[src/rtl/console_tick_monitor_if.sv]
// Tick input and status outputs of the console tick monitor.
// The generator/status side uses master; the monitor uses slave.
interface console_tick_monitor_if;
  logic        tick;
  logic [31:0] period;
  logic        period_vld;
  logic [3:0]  fsamp_det;
  logic        locked;
  logic        err;
  logic        timeout;

  modport master (
    output tick,
    input  period, period_vld, fsamp_det, locked, err, timeout
  );

  modport slave (
    input  tick,
    output period, period_vld, fsamp_det, locked, err, timeout
  );
endinterface

[src/rtl/console_tick_monitor.sv]
// Measures the spacing of rising edges of the console sample tick, decodes it into a
// fsamp code, and reports lock, lock loss and tick loss.
//
// state | meaning
// IDLE  | no reference edge yet; waiting for the first rising edge
// MEAS  | measuring periods, counting consecutive matches toward lock
// LOCK  | rate locked; every period must decode to fsamp_det
module console_tick_monitor #(
  parameter int unsigned N_1KHZ   = 75000,
  parameter int unsigned N_2KHZ   = 37500,
  parameter int unsigned N_4KHZ   = 18750,
  parameter int unsigned N_8KHZ   = 9375,
  parameter int unsigned N_16KHZ  = 4688,
  parameter int unsigned TOL      = 16,
  parameter int unsigned LOCK_CNT = 4,
  parameter int unsigned TIMEOUT  = 150000
) (
  input  logic                   clk,
  input  logic                   rst,
  console_tick_monitor_if.slave  bus
);

  localparam int MW = $clog2(LOCK_CNT + 1);
  localparam logic [31:0]       TIMEOUT_W = 32'(TIMEOUT);
  localparam logic [MW-1:0]     LOCK_W    = MW'(LOCK_CNT);
  localparam logic signed [32:0] TOL_S    = 33'(TOL);

  typedef enum logic [1:0] {IDLE, MEAS, LOCK} state_t;

  state_t        state_q, state_d;
  logic          tick_d;
  logic [31:0]   cnt_q, cnt_d;
  logic [MW-1:0] match_q, match_d, match_new;
  logic [3:0]    last_q, last_d;
  logic [31:0]   period_q, period_d;
  logic          vld_q, vld_d;
  logic [3:0]    fsamp_q, fsamp_d;
  logic          locked_q, locked_d;
  logic          err_q, err_d;
  logic          timeout_q, timeout_d;
  logic          tick_edge;
  logic [3:0]    code;

  // Signed 33-bit difference so periods below the nominal value never wrap.
  function automatic logic in_band(input logic [31:0] c, input logic [31:0] n);
    logic signed [32:0] diff;
    diff = $signed({1'b0, c}) - $signed({1'b0, n});
    return (diff >= -TOL_S) && (diff <= TOL_S);
  endfunction

  assign tick_edge = bus.tick & ~tick_d;

  always_comb begin
    code = 4'd0;
    if      (in_band(cnt_q, 32'(N_1KHZ)))  code = 4'd1;
    else if (in_band(cnt_q, 32'(N_2KHZ)))  code = 4'd2;
    else if (in_band(cnt_q, 32'(N_4KHZ)))  code = 4'd3;
    else if (in_band(cnt_q, 32'(N_8KHZ)))  code = 4'd4;
    else if (in_band(cnt_q, 32'(N_16KHZ))) code = 4'd5;
  end

  always_comb begin
    if (code != 4'd0 && code == last_q) match_new = match_q + MW'(1);
    else                                match_new = MW'(code != 4'd0);
  end

  always_comb begin
    state_d   = state_q;
    cnt_d     = cnt_q;
    match_d   = match_q;
    last_d    = last_q;
    period_d  = period_q;
    vld_d     = 1'b0;
    fsamp_d   = fsamp_q;
    locked_d  = locked_q;
    err_d     = 1'b0;
    timeout_d = 1'b0;
    case (state_q)
      IDLE: begin
        cnt_d = 32'd0;
        if (tick_edge) begin
          state_d = MEAS;
          cnt_d   = 32'd1;
        end
      end
      MEAS, LOCK: begin
        if (tick_edge) begin
          cnt_d    = 32'd1;
          period_d = cnt_q;
          vld_d    = 1'b1;
          if (state_q == MEAS) begin
            match_d = match_new;
            last_d  = code;
            if (match_new == LOCK_W) begin
              state_d  = LOCK;
              locked_d = 1'b1;
              fsamp_d  = code;
            end
          end else if (code != fsamp_q) begin
            state_d  = MEAS;
            err_d    = 1'b1;
            locked_d = 1'b0;
            fsamp_d  = 4'd0;
            match_d  = MW'(code != 4'd0);
            last_d   = code;
          end
        end else if (cnt_q == TIMEOUT_W) begin
          // cnt is cleared here, so the pulse fires once per loss of tick.
          state_d   = IDLE;
          timeout_d = 1'b1;
          locked_d  = 1'b0;
          fsamp_d   = 4'd0;
          match_d   = '0;
          cnt_d     = 32'd0;
        end else begin
          cnt_d = cnt_q + 32'd1;
        end
      end
      default: state_d = IDLE;
    endcase
  end

  always_ff @(posedge clk) begin
    if (rst) begin
      state_q   <= IDLE;
      tick_d    <= 1'b0;
      cnt_q     <= 32'd0;
      match_q   <= '0;
      last_q    <= 4'd0;
      period_q  <= 32'd0;
      vld_q     <= 1'b0;
      fsamp_q   <= 4'd0;
      locked_q  <= 1'b0;
      err_q     <= 1'b0;
      timeout_q <= 1'b0;
    end else begin
      state_q   <= state_d;
      tick_d    <= bus.tick;
      cnt_q     <= cnt_d;
      match_q   <= match_d;
      last_q    <= last_d;
      period_q  <= period_d;
      vld_q     <= vld_d;
      fsamp_q   <= fsamp_d;
      locked_q  <= locked_d;
      err_q     <= err_d;
      timeout_q <= timeout_d;
    end
  end

  assign bus.period     = period_q;
  assign bus.period_vld = vld_q;
  assign bus.fsamp_det  = fsamp_q;
  assign bus.locked     = locked_q;
  assign bus.err        = err_q;
  assign bus.timeout    = timeout_q;

endmodule

[src/flat_wrapper.sv]
// flat-port wrapper written by rule: the top's interface ports become plain ports
module console_tick_monitor_flat 
#(
  parameter int unsigned N_1KHZ   = 75000,
  parameter int unsigned N_2KHZ   = 37500,
  parameter int unsigned N_4KHZ   = 18750,
  parameter int unsigned N_8KHZ   = 9375,
  parameter int unsigned N_16KHZ  = 4688,
  parameter int unsigned TOL      = 16,
  parameter int unsigned LOCK_CNT = 4,
  parameter int unsigned TIMEOUT  = 150000
)
  (clk, rst, bus_tick, bus_period, bus_period_vld, bus_fsamp_det, bus_locked, bus_err, bus_timeout);
  console_tick_monitor_if bus_i ();
  input  logic clk;
  input  logic rst;
  input wire logic [$bits(bus_i.tick)-1:0] bus_tick;
  output wire logic [$bits(bus_i.period)-1:0] bus_period;
  output wire logic [$bits(bus_i.period_vld)-1:0] bus_period_vld;
  output wire logic [$bits(bus_i.fsamp_det)-1:0] bus_fsamp_det;
  output wire logic [$bits(bus_i.locked)-1:0] bus_locked;
  output wire logic [$bits(bus_i.err)-1:0] bus_err;
  output wire logic [$bits(bus_i.timeout)-1:0] bus_timeout;
  assign bus_i.tick = bus_tick;
  assign bus_period = bus_i.period;
  assign bus_period_vld = bus_i.period_vld;
  assign bus_fsamp_det = bus_i.fsamp_det;
  assign bus_locked = bus_i.locked;
  assign bus_err = bus_i.err;
  assign bus_timeout = bus_i.timeout;
  console_tick_monitor #(.N_1KHZ(N_1KHZ), .N_2KHZ(N_2KHZ), .N_4KHZ(N_4KHZ), .N_8KHZ(N_8KHZ), .N_16KHZ(N_16KHZ), .TOL(TOL), .LOCK_CNT(LOCK_CNT), .TIMEOUT(TIMEOUT)) u_core (.clk(clk), .rst(rst), .bus(bus_i));
endmodule
[config.mk]
export PLATFORM = sky130hd
export DESIGN_NAME = console_tick_monitor_flat
export DESIGN_NICKNAME = d
export VERILOG_FILES = /design/src/rtl/console_tick_monitor_if.sv /design/src/rtl/console_tick_monitor.sv /design/src/flat_wrapper.sv
export SDC_FILE = /design/constraint.sdc
export NUM_CORES = 1
export LEC_CHECK = 0
export ABC_AREA = 1
export BUFFER_PORTS_ARGS = -buffer_cell sky130_fd_sc_hd__buf_2
export CELL_PAD_IN_SITES_DETAIL_PLACEMENT = 0
export CELL_PAD_IN_SITES_GLOBAL_PLACEMENT = 2
export CORE_UTILIZATION = 25
export DETAILED_ROUTE_END_ITERATION = 10
export PLACE_DENSITY = 0.69
export SYNTH_ARGS = -nofsm -noshare
export SYNTH_HDL_FRONTEND = slang
export SYNTH_SLANG_ARGS = --single-unit
[constraint.sdc]
create_clock -name clk -period 5.4 [get_ports clk]
set_input_delay 1.08 -clock clk [delete_from_list [all_inputs] [get_ports clk]]
set_output_delay 1.08 -clock clk [all_outputs]
set_load 0.02 [all_outputs]
==> results of run 1 <==
==> power groups by stage <==
stage	logic, uW	registers, uW	clock network, uW
floorplan	259	813	0
global placement	530	738	0
detailed placement	523	738	0
CTS	526	727	640
global route	583	736	662
finish	522	725	624
==> stage by stage <==
step / instances / hold slack (ns) / area (um2) / utilization (%) / setup WS (ns)
global placement: 2302 / 0.4510 / 10350 / 27.35 / 0.9176
detailed placement: 2302 / 0.4533 / 10350 / 27.35 / 0.9748
floorplan: 1786 / 0.4381 / 9666 / - / 2.436
finish: 2318 / 0.4621 / 10630 / 28.09 / 0.9073
global route: 2318 / 0.5008 / 10630 / 28.09 / 0.6040
CTS: 2318 / 0.4629 / 10630 / 28.09 / 0.9323
==> final timing paths <==
| check | end | cells past startpoint | from |
|---|---|---|---|
| setup / recovery | u_core.state_q[0] | 23 | u_core.cnt_q[7] |
| hold / removal | u_core.bus.locked | 2 | u_core.bus.locked |
| setup reg to reg | u_core.state_q[0] | 23 | u_core.cnt_q[7] |
| hold reg to reg | u_core.bus.locked | 2 | u_core.bus.locked |
==> final cells by class <==
cell class / instances / area (um2)
fillers: 4503 / 27210
multi-input cells: 1459 / 7003
flip-flops and latches: 80 / 1602
inverters: 183 / 689.4
well taps: 511 / 639.4
repair buffers: 69 / 415.4
clock buffers: 9 / 225.2
clock inverters: 7 / 56.30
==> state kept, by name (all words and copies together) (netlist names) <==
name	cells
u_core.bus.period	32
u_core.cnt_q	32
u_core.bus.fsamp_det	3
u_core.last_q	3
u_core.match_q	3
u_core.state_q	2
u_core.bus.err	1
u_core.bus.locked	1
u_core.bus.period_vld	1
u_core.bus.timeout	1
u_core.tick_d	1
==> layer usage <==
metal	part of all wire, %	track usage (%)	vias up	routed length [um]
met1	47	39.82	5892	25470
li1	-	-	5874	-
met3	6.8	4.154	94	3711
met2	43	42.51	518	23500
met4	3.1	8.519	4	1660
met5	0.050	0	-	27
==> cells in the final DEF (no fill, tap or decap), types with 4 or more instances in the layout <==
cell type,count
a21oi_1,73
and2_1,5
buf_2,41
buf_4,28
clkbuf_16,9
clkinv_1,5
clkinvlp_4,4
dfxtp_1,80
ha_1,18
inv_1,163
inv_2,14
nand2_1,554
nand2_2,17
nand3_1,201
nand3_2,4
nand3b_1,7
nand4_1,76
nor2_1,255
nor2_2,12
nor2_4,10
nor3_1,47
nor4_1,33
o21ai_0,65
o21ai_1,4
xor2_1,46
==> kinds of logic (layout without fill, tap and decap cells) <==
kind of cell | Yosys count | in the layout | synth area share, %
AND/OR/NAND/NOR | 1229 | 1229 | 56.25
adder cells (fa/ha/maj) | 18 | 18 | 2.330
XOR/XNOR | 47 | 47 | 4.337
AO/OA/AOI/OAI | 164 | 164 | 9.385
flip-flops | 80 | 80 | 16.57
other | 1 | 1 | 0.03880
buffers and inverters | 247 | 268 | 11.09
==> worst register-to-register path, cell delays in order, from the launching register on <==
cell,delay [ns]
dfxtp_1,0.75
inv_1,0.51
nand2_1,0.22
nand2_1,0.18
nand2_1,0.16
nand2_1,0.13
nand3_1,0.11
nand2_1,0.10
nand2_1,0.15
nor2_1,0.07
xor2_1,0.44
nor2_1,0.09
nand3_1,0.13
nand2_1,0.23
nor2_2,0.25
nand2_1,0.07
nand3_1,0.09
nand2_1,0.10
nand3_1,0.10
nand2_1,0.05
nand2_1,0.10
nand3_1,0.14
a21oi_1,0.18
nor2_1,0.06
==> flow_metrics.tcl, run 1 <==
set metrics [dict create \
    cts_inserted_buffers 9 \
    ctsHoldBuffers 0 \
    worst-path-buf-inv 1 \
    drive_above_1_share_pct 8.301 \
    start_util_pct 25.54 \
    max_slew.worst_pin.slew_ns 1.105 \
    ys_warn_count 0 \
    vias_per_cell 5.342 \
    fin_skew_ns 0.01645 \
    grt_pass1_wl_mm 78.60 \
    io_buffer_count 41 \
    outcome "completed" \
    yosysSeqAreaShare_pct 16.57 \
    ant_nets 0 \
    cts-root-buf "clkbuf_16" \
    post_cts_buffers 0 \
    core_area_um2 37840 \
    drc 0 \
    diodes 0 \
    syn_area_um2 9666 \
    power_density_nw_per_um2 175.9 \
    combPwrFrac_pct 27.9 \
    async_flop_share_pct 0 \
    drt-initial-drc-count 1313 \
    drv_cap 0 \
    io_pins 43 \
    yosys.cell_count.top_type "nand2_1" \
    place_hpwl_mm 43.87 \
    antenna_found_initial 2 \
    cts_resized 0 \
    power.share.clock_pct 33.3 \
    setup_tns_ns 0 \
    cts_max_path_buffers 2 \
    finalPower_uw 1870 \
    die_x_um 198.6 \
    r2r_slack_ns 0.91 \
    cts_sinks 80 \
    cts_htree_levels 3 \
    synth.largest_area_cell "nand2_1" \
    worstPathMaxFanout 14 \
    endpoint_kind "flip-flop" \
    hold_class "flip-flop to flip-flop" \
    rsz0062_at_grt "no" \
    cp_cell_sequence "inv_1, nand2_1, nand2_1, nand2_1, nand2_1, nand3_1, nand2_1, nand2_1, nor2_1, xor2_1, nor2_1, nand3_1, nand2_1, nor2_2, nand2_1, nand3_1, nand2_1, nand3_1, nand2_1, nand2_1, nand3_1, a21oi_1, nor2_1" \
    cts.reportedPaths.clkPinSlew_ns 0.07 \
    first_global_vias 11260 \
    power_frac_seq_pct 38.8 \
    path_common_cell "nand2_1" \
    fin_crit_sh_pct 83.20 \
    die_area_um2 39450 \
    yosysTopAreaCellShare_pct 21.51 \
    yosys-top-cells-count "nand2_1, nor2_1, nand3_1, inv_1, dfxtp_1" \
    grt_use_total_pct 27.85 \
    vias 12380 \
    arrival_ns 4.76 \
    slew_headroom_pct 26.35 \
    syn_avg_cell_area_um2 5.412 \
    grt_overflow_total 0 \
    cp.required_ns 5.67 \
    dr.pass1.iters 6 \
    netlist_instances 1786 \
    critical-path-top-delay-family "simple AND/OR/NAND/NOR gates" \
    swShare_pct 39.14 \
    ys.flop_type "dfxtp_1" \
    crit_path_start_kind "flip-flop" \
    num-nets-final 1823 \
    wl_per_cell_um 23.45 \
    ys_ff_latch 80 \
    gp_congestion 0.9724 \
    hold_viol 0 \
    synth_cell_types 47 \
    area_growth_pct 9.981 \
    cts_tree "yes" \
    synth_nets 1807 \
    row_count 71 \
    setup-violations-final 0 \
    drv_slew 0 \
    slowest_delay_ns 0.75 \
    fmax_mhz 222.6 \
    ys_top_cells_by_area "nand2_1, dfxtp_1, nand3_1" \
    leakage_uw 0.005343 \
    min_period_ns 4.493 \
    grt_max_degree 49 \
    worstSetupPathType "flip-flop to flip-flop" \
    die_y_um 198.6 \
    clock_latency_ns 0.38 \
    synth_edf_count 0 \
    cp_slowest_cell "dfxtp_1" \
    net-switching-power_uw 732.0 \
    intPower_uw 1138 \
    vdd_drop_max_uv 151.4 \
    finalWirelength_mm 54.37 \
]
No activity file was read; power rests on OpenSTA's default activity.
==> run 2, diff against run 1 <==
--- a/config.mk
+++ b/config.mk
@@ -11,7 +11,7 @@
 export CELL_PAD_IN_SITES_GLOBAL_PLACEMENT = 2
 export CORE_UTILIZATION = 25
 export DETAILED_ROUTE_END_ITERATION = 10
-export PLACE_DENSITY = 0.69
+export PLACE_DENSITY = 0.72
 export SYNTH_ARGS = -nofsm -noshare
 export SYNTH_HDL_FRONTEND = slang
 export SYNTH_SLANG_ARGS = --single-unit
==> constraint.sdc (replaced) <==
create_clock -name clk -period 4 [get_ports clk]
set_input_delay 0.8 -clock clk [delete_from_list [all_inputs] [get_ports clk]]
set_output_delay 0.8 -clock clk [all_outputs]
set_load 0.02 [all_outputs]
==> run 2 against run 1 <==
Against the previous run:
- fmax increased by 21%
- first-iteration DRC count decreased by 1.7%
- critical endpoint is now u_core.state_q[1]
- design area increased by 8.5%
- largest power group is now the clock network
- non-clock buffer count increased by 97
==> flow_metrics.tcl, run 2 (same netlist as run 1, synthesis figures left out) <==
set metrics [dict create \
    first_global_vias 11860 \
    slowest_delay_ns 0.50 \
    place_hpwl_mm 43.65 \
    drive_above_1_share_pct 13.76 \
    cts_inserted_buffers 9 \
    cp.required_ns 4.26 \
    worstPathMaxFanout 5 \
    power_frac_seq_pct 36.0 \
    cp_cell_sequence "ha_1, nand2_1, inv_1, nand2_1, nand2_1, xor2_1, nand4_1, nand2_1, o21ai_0, nand3_1, nor2_1, nand2_1, nand2_1, nor2_4, xor2_1, nand2_1, nor3_1, buf_4, nand2_1, nand2_1, inv_1, a21oi_1, nor2_1" \
    layout_commonest_cell "nand2_1" \
    swShare_pct 35.60 \
    max_slew.worst_pin.slew_ns 0.7988 \
    cts.reportedPaths.clkPinSlew_ns 0.07 \
    core_area_um2 37840 \
    fin_crit_sh_pct 93.20 \
    clock_latency_ns 0.37 \
    hold_ws_ns 0.4709 \
    setup_tns_ns 0 \
    fin_skew_ns 0.008859 \
    gp_congestion 0.9975 \
    antenna_found_initial 1 \
    wl_met2_mm 23.00 \
    area_growth_pct 19.35 \
    endpoint_kind "flip-flop" \
    hold_viol 0 \
    dr.pass1.iters 6 \
    rr_startpoint "u_core.cnt_q[1]" \
    final_cell_mix "nand2_1, nor2_1, nand3_1" \
    finalPower_uw 2714 \
    drv_cap 0 \
    worstSetupPathType "flip-flop to flip-flop" \
    num-nets-final 1920 \
    start_util_pct 25.54 \
    finalCoreUtilization_pct 30.48 \
    crit_path_start_kind "flip-flop" \
    ant_nets 0 \
    top_layer_used "met5" \
    rsz0062_at_grt "no" \
    r2r_cells 23 \
    place_ws_ns 0.1398 \
    io_pins 43 \
    vias 12540 \
    wl_met1_mm 24.28 \
    r2r-end "u_core.state_q[1]" \
    cts_sinks 80 \
    hold-path-cell-count 2 \
    path_common_cell "nand2_1" \
    combPwrFrac_pct 26.4 \
    drt-initial-drc-count 1291 \
    cts-root-buf "clkbuf_16" \
    ctsHoldBuffers 0 \
    wl_met3_mm 3.776 \
    grt_overflow_total 0 \
    cp-startpoint "u_core.cnt_q[1]" \
    hold_end "u_core.last_q[0]" \
    diodes 0 \
    post_cts_buffers 0 \
    net-switching-power_uw 966.3 \
    vdd_drop_max_uv 196.2 \
    finalWirelength_mm 52.97 \
    fin_ws_ns 0.2720 \
    setup-violations-final 0 \
    slew_headroom_pct 46.34 \
    cts_tree "yes" \
    die_x_um 198.6 \
    fmax_mhz 268.2 \
    io_buffer_count 41 \
    row_count 71 \
    wl_per_cell_um 21.93 \
    die_area_um2 39450 \
    hold_class "flip-flop to flip-flop" \
    intPower_uw 1748 \
    power_density_nw_per_um2 235.3 \
    min_period_ns 3.728 \
    vias_per_cell 5.194 \
    cts_htree_levels 3 \
    outcome "completed" \
    grt_pass1_wl_mm 77.89 \
    arrival_ns 3.98 \
    leakage_uw 0.005877 \
    grt_use_total_pct 27.14 \
    power.share.clock_pct 37.6 \
    die_y_um 198.6 \
    cts_resized 0 \
    cp_slowest_cell "dfxtp_1" \
    cts_max_path_buffers 2 \
    grt_max_degree 40 \
    drc 0 \
    r2r_slack_ns 0.27 \
    drv_slew 0 \
    min_from "u_core.last_q[0]" \
]
-- run 2: cell types whose count changed in the layout (fill, tap and decap cells not counted), sizes merged --
cell and change:
clkbuf +1, inv -1, clkinv +1, buf +97, clkinvlp -4, bufinv +3
-- run 2: per-layer routing --
metal  vias to the layer above  track usage (%)
met5                         -                0
met4                         2            9.715
met3                       115            4.222
met2                       524            43.06
met1                      5829            36.89
li1                       6074                -
-- run 2: area by class of cell --
cell class	count	area [um2]
timing repair buffer	166	1181
clock inverter	6	116.4
inverter	183	694.4
tap	511	639.4
fill	4389	26310
multi-input combinational	1459	7068
sequential	80	1608
clock buffer	10	229.0
-- run 2: worst max-delay path by stage --
stage | to | depth (start not counted)
after floorplan | u_core.bus.fsamp_det[0] | 29
after global placement | u_core.state_q[0] | 25
after detailed placement | u_core.state_q[1] | 25
after CTS | u_core.state_q[1] | 25
after global routing | u_core.state_q[1] | 25
final | u_core.state_q[1] | 23
-- run 2: power groups by stage --
stage / registers [uW] / clock network, uW / logic, uW
after floorplan: 1100 / 0 / 349
after global placement: 994 / 0 / 721
after detailed placement: 996 / 0 / 718
after CTS: 981 / 1040 / 722
after global routing: 994 / 1070 / 796
final: 978 / 1020 / 716
-- run 2: critical path, delay by kind of cell (launching register included) --
family / cells / cell delay [ns]
AOI/OAI and AO/OA: 2 / 0.26
xor gates and xnor gates: 2 / 0.47
adders and majority gates: 1 / 0.35
buffers and inverters: 3 / 0.35
DFF: 1 / 0.50
and+or+nand+nor: 15 / 1.70
-- run 2: metrics by stage --
step                cells  instance area, um2
floorplan            1786                9666
global placement     2399               11110
detailed placement   2399               11110
CTS                  2415               11460
global route         2415               11540
finish               2415               11540
==> run 3, diff against run 2 <==
--- a/config.mk
+++ b/config.mk
@@ -5,13 +5,13 @@
 export SDC_FILE = /design/constraint.sdc
 export NUM_CORES = 1
 export LEC_CHECK = 0
-export ABC_AREA = 1
 export BUFFER_PORTS_ARGS = -buffer_cell sky130_fd_sc_hd__buf_2
+export CAP_MARGIN = 20
 export CELL_PAD_IN_SITES_DETAIL_PLACEMENT = 0
 export CELL_PAD_IN_SITES_GLOBAL_PLACEMENT = 2
 export CORE_UTILIZATION = 25
 export DETAILED_ROUTE_END_ITERATION = 10
-export PLACE_DENSITY = 0.72
+export PLACE_DENSITY = 0.66
 export SYNTH_ARGS = -nofsm -noshare
 export SYNTH_HDL_FRONTEND = slang
 export SYNTH_SLANG_ARGS = --single-unit
==> run 3 against run 2 <==
Against the previous run:
- the flow now finishes with violations (setup timing)
- hold slack worse by 0.021 ns
- largest cell class unchanged
- routed wire length is 29% lower
- critical path depth fell by 10
- first-iteration DRC count is 40% lower
- synthesized area down 20%
- non-clock buffer count grew 171
- clock power hardly changed
- design area decreased by 4.1%
- clock skew up 0.00066 ns
- die area is 20% lower
- combinational power is 60% lower
- synthesized cell count shrank 40%
==> flow_metrics.tcl, run 3 <==
set metrics [dict create \
    drive_above_1_share_pct 33.91 \
    drc 0 \
    wl_met3_mm 2.134 \
    io_buffer_count 41 \
    yosys.cell_count.top_type "nand2_1" \
    outcome "finished, violations left" \
    antenna_found_initial 0 \
    yosysSeqAreaShare_pct 20.72 \
    yosys-top-cells-count "nand2_1, nor2_1, dfxtp_1, clkbuf_1, a21oi_1" \
    synth_cell_types 99 \
    top_layer_used "met4" \
    r2r_slack_ns -0.09 \
    fin_skew_ns 0.009522 \
    slew_headroom_pct 60.54 \
    dr.pass1.iters 7 \
    grt_use_total_pct 24.12 \
    multi_input_area_um2 5911 \
    place_hpwl_mm 29.67 \
    io_pins 43 \
    ant_nets 0 \
    final_cell_mix "buf_4, nand2_1, nor2_1" \
    hold_ws_ns 0.4500 \
    area_growth_pct 43.06 \
    worstSetupPathType "flip-flop to flip-flop" \
    diodes 0 \
    hold-path-cell-count 2 \
    cp.required_ns 4.24 \
    layout_commonest_cell "buf_4" \
    ys.flop_type "dfxtp_1" \
    drt-initial-drc-count 769 \
    cts-root-buf "clkbuf_16" \
    rr_startpoint "u_core.cnt_q[11]" \
    min_period_ns 4.092 \
    netlist_instances 1071 \
    first_global_vias 9088 \
    num-nets-final 1338 \
    finalCoreUtilization_pct 36.25 \
    max_slew.worst_pin.slew_ns 0.5901 \
    regArea_um2 1627 \
    finalPower_uw 2092 \
    clock_latency_ns 0.36 \
    gp_congestion 0.9604 \
    leakage_uw 0.004581 \
    arrival_ns 4.33 \
    wl_per_cell_um 21.98 \
    cts_max_path_buffers 2 \
    grt_pass1_wl_mm 56.35 \
    vias 9359 \
    drv_slew 0 \
    syn_area_um2 7730 \
    core_area_um2 30510 \
    start_util_pct 25.34 \
    vias_per_cell 5.451 \
    violations "setup timing" \
    ys_ff_latch 80 \
    vdd_drop_max_uv 203.9 \
    die_area_um2 31630 \
    endpoint_kind "flip-flop" \
    wl_met1_mm 16.93 \
    crit_path_start_kind "flip-flop" \
    setup-violations-final 8 \
    die_y_um 177.8 \
    cts_htree_levels 3 \
    fmax_mhz 244.4 \
    grt_max_degree 35 \
    hold_viol 0 \
    cts_inserted_buffers 9 \
    power_density_nw_per_um2 189.2 \
    ys_warn_count 0 \
    cts_sinks 80 \
    async_flop_share_pct 0 \
    hold_class "flip-flop to flip-flop" \
    synth.largest_area_cell "dfxtp_1" \
    die_x_um 177.8 \
    nFillCells 3238 \
    fin_ws_ns -0.09180 \
    ys_top_cells_by_area "dfxtp_1, nand2_1, xnor2_1" \
    synth_nets 1092 \
    ctsHoldBuffers 0 \
    fin_crit_sh_pct 102.3 \
    syn_avg_cell_area_um2 7.217 \
    finalWirelength_mm 37.74 \
    cts_tree "yes" \
    drv_cap 0 \
    grt_overflow_total 0 \
    r2r-end "u_core.bus.fsamp_det[2]" \
    r2r_cells 13 \
    yosysTopAreaCellShare_pct 20.72 \
    min_from "u_core.bus.period[7]" \
    wl_met2_mm 17.33 \
    hold_end "u_core.bus.period[7]" \
    cts.reportedPaths.clkPinSlew_ns 0.07 \
    synth_edf_count 0 \
    row_count 64 \
    worstPathMaxFanout 5 \
    rsz0062_at_grt "yes" \
]
## run 3: cell types whose count changed after synthesis, moves of 19 or more
| cell | delta |
|---|---|
| and3_1 | +19 |
| clkbuf_1 | +39 |
| inv_1 | -136 |
| nand2_1 | -424 |
| nand3_1 | -162 |
| nand4_1 | -48 |
| nor2_1 | -164 |
| o21ai_0 | -38 |
| xnor2_1 | +53 |
| xor2_1 | -20 |
## run 3: report_power, final
part | switching, uW | internal [uW] | total, uW
Combinational | 196 | 89.0 | 285
Clock | 375 | 612 | 987
Sequential | 12.0 | 808 | 819
Total | 583 | 1510 | 2090
## run 3: cell families after synthesis
kind of cell               synth area share [%]
other                                   0.04851
xor gates and xnor gates                  8.951
adders and majority gates                 2.914
DFF                                       20.72
and+or+nand+nor                           35.00
AOI/OAI and AO/OA                         23.60
buffers and inverters                     7.284
muxes                                     1.489
## run 3: critical path, stage by stage, from the launching register on
cell and delay [ns]:
dfxtp_4 0.37, buf_6 0.13, or3_4 0.41, buf_6 0.14, nor2_4 0.09, o21ai_2 0.06, or4_1 0.54, or4b_4 0.56
o41ai_4 0.40, nor4_2 0.07, or4b_4 0.61, nor4b_4 0.26, o32a_1 0.23, o22ai_1 0.08
## run 3: area by class of cell
cell class / instances / area share [%]
inverter: 32 / 1.154
clock inverter: 6 / 1.064
timing repair buffer: 337 / 23.10
tap: 396 / 4.481
multi-input combinational: 857 / 53.45
sequential: 80 / 14.71
clock buffer: 9 / 2.037
## run 3: worst max-delay path by stage
stage / start / endpoint / cells past startpoint
after floorplan: u_core.cnt_q[5] / u_core.bus.fsamp_det[1] / 15
after global placement: u_core.cnt_q[17] / u_core.bus.fsamp_det[2] / 12
after detailed placement: u_core.cnt_q[17] / u_core.bus.fsamp_det[2] / 12
after CTS: u_core.cnt_q[4] / u_core.bus.fsamp_det[2] / 13
after global routing: u_core.cnt_q[4] / u_core.bus.fsamp_det[0] / 14
final: u_core.cnt_q[11] / u_core.bus.fsamp_det[2] / 13
## run 3: per-stage QoR
step                      TNS (ns)  worst slack, ns  cells  instance area (um2)
final                      -0.4872         -0.09180   1717                11060
after global routing        -2.188          -0.2279   1717                11060
after CTS                  -0.1759         -0.04849   1705                10690
after detailed placement    -2.979          -0.2962   1682                10150
after global placement      -3.622          -0.3481   1682                10150
after floorplan           -0.02195         -0.01172   1071                 7792
## run 3: what timing repair did
item	in CTS	in global routing
gates resized for setup	31	55
pin swaps	11	23
buffers inserted	9	11
cloned	0	1
endpoints found under the setup margin	12	12
## run 3: per-layer routing
metal / vias up / track usage, %
li1: 4443 / -
met1: 4521 / 31.76
met2: 328 / 39.13
met3: 67 / 3.813
met4: 0 / 9.437
met5: - / 0
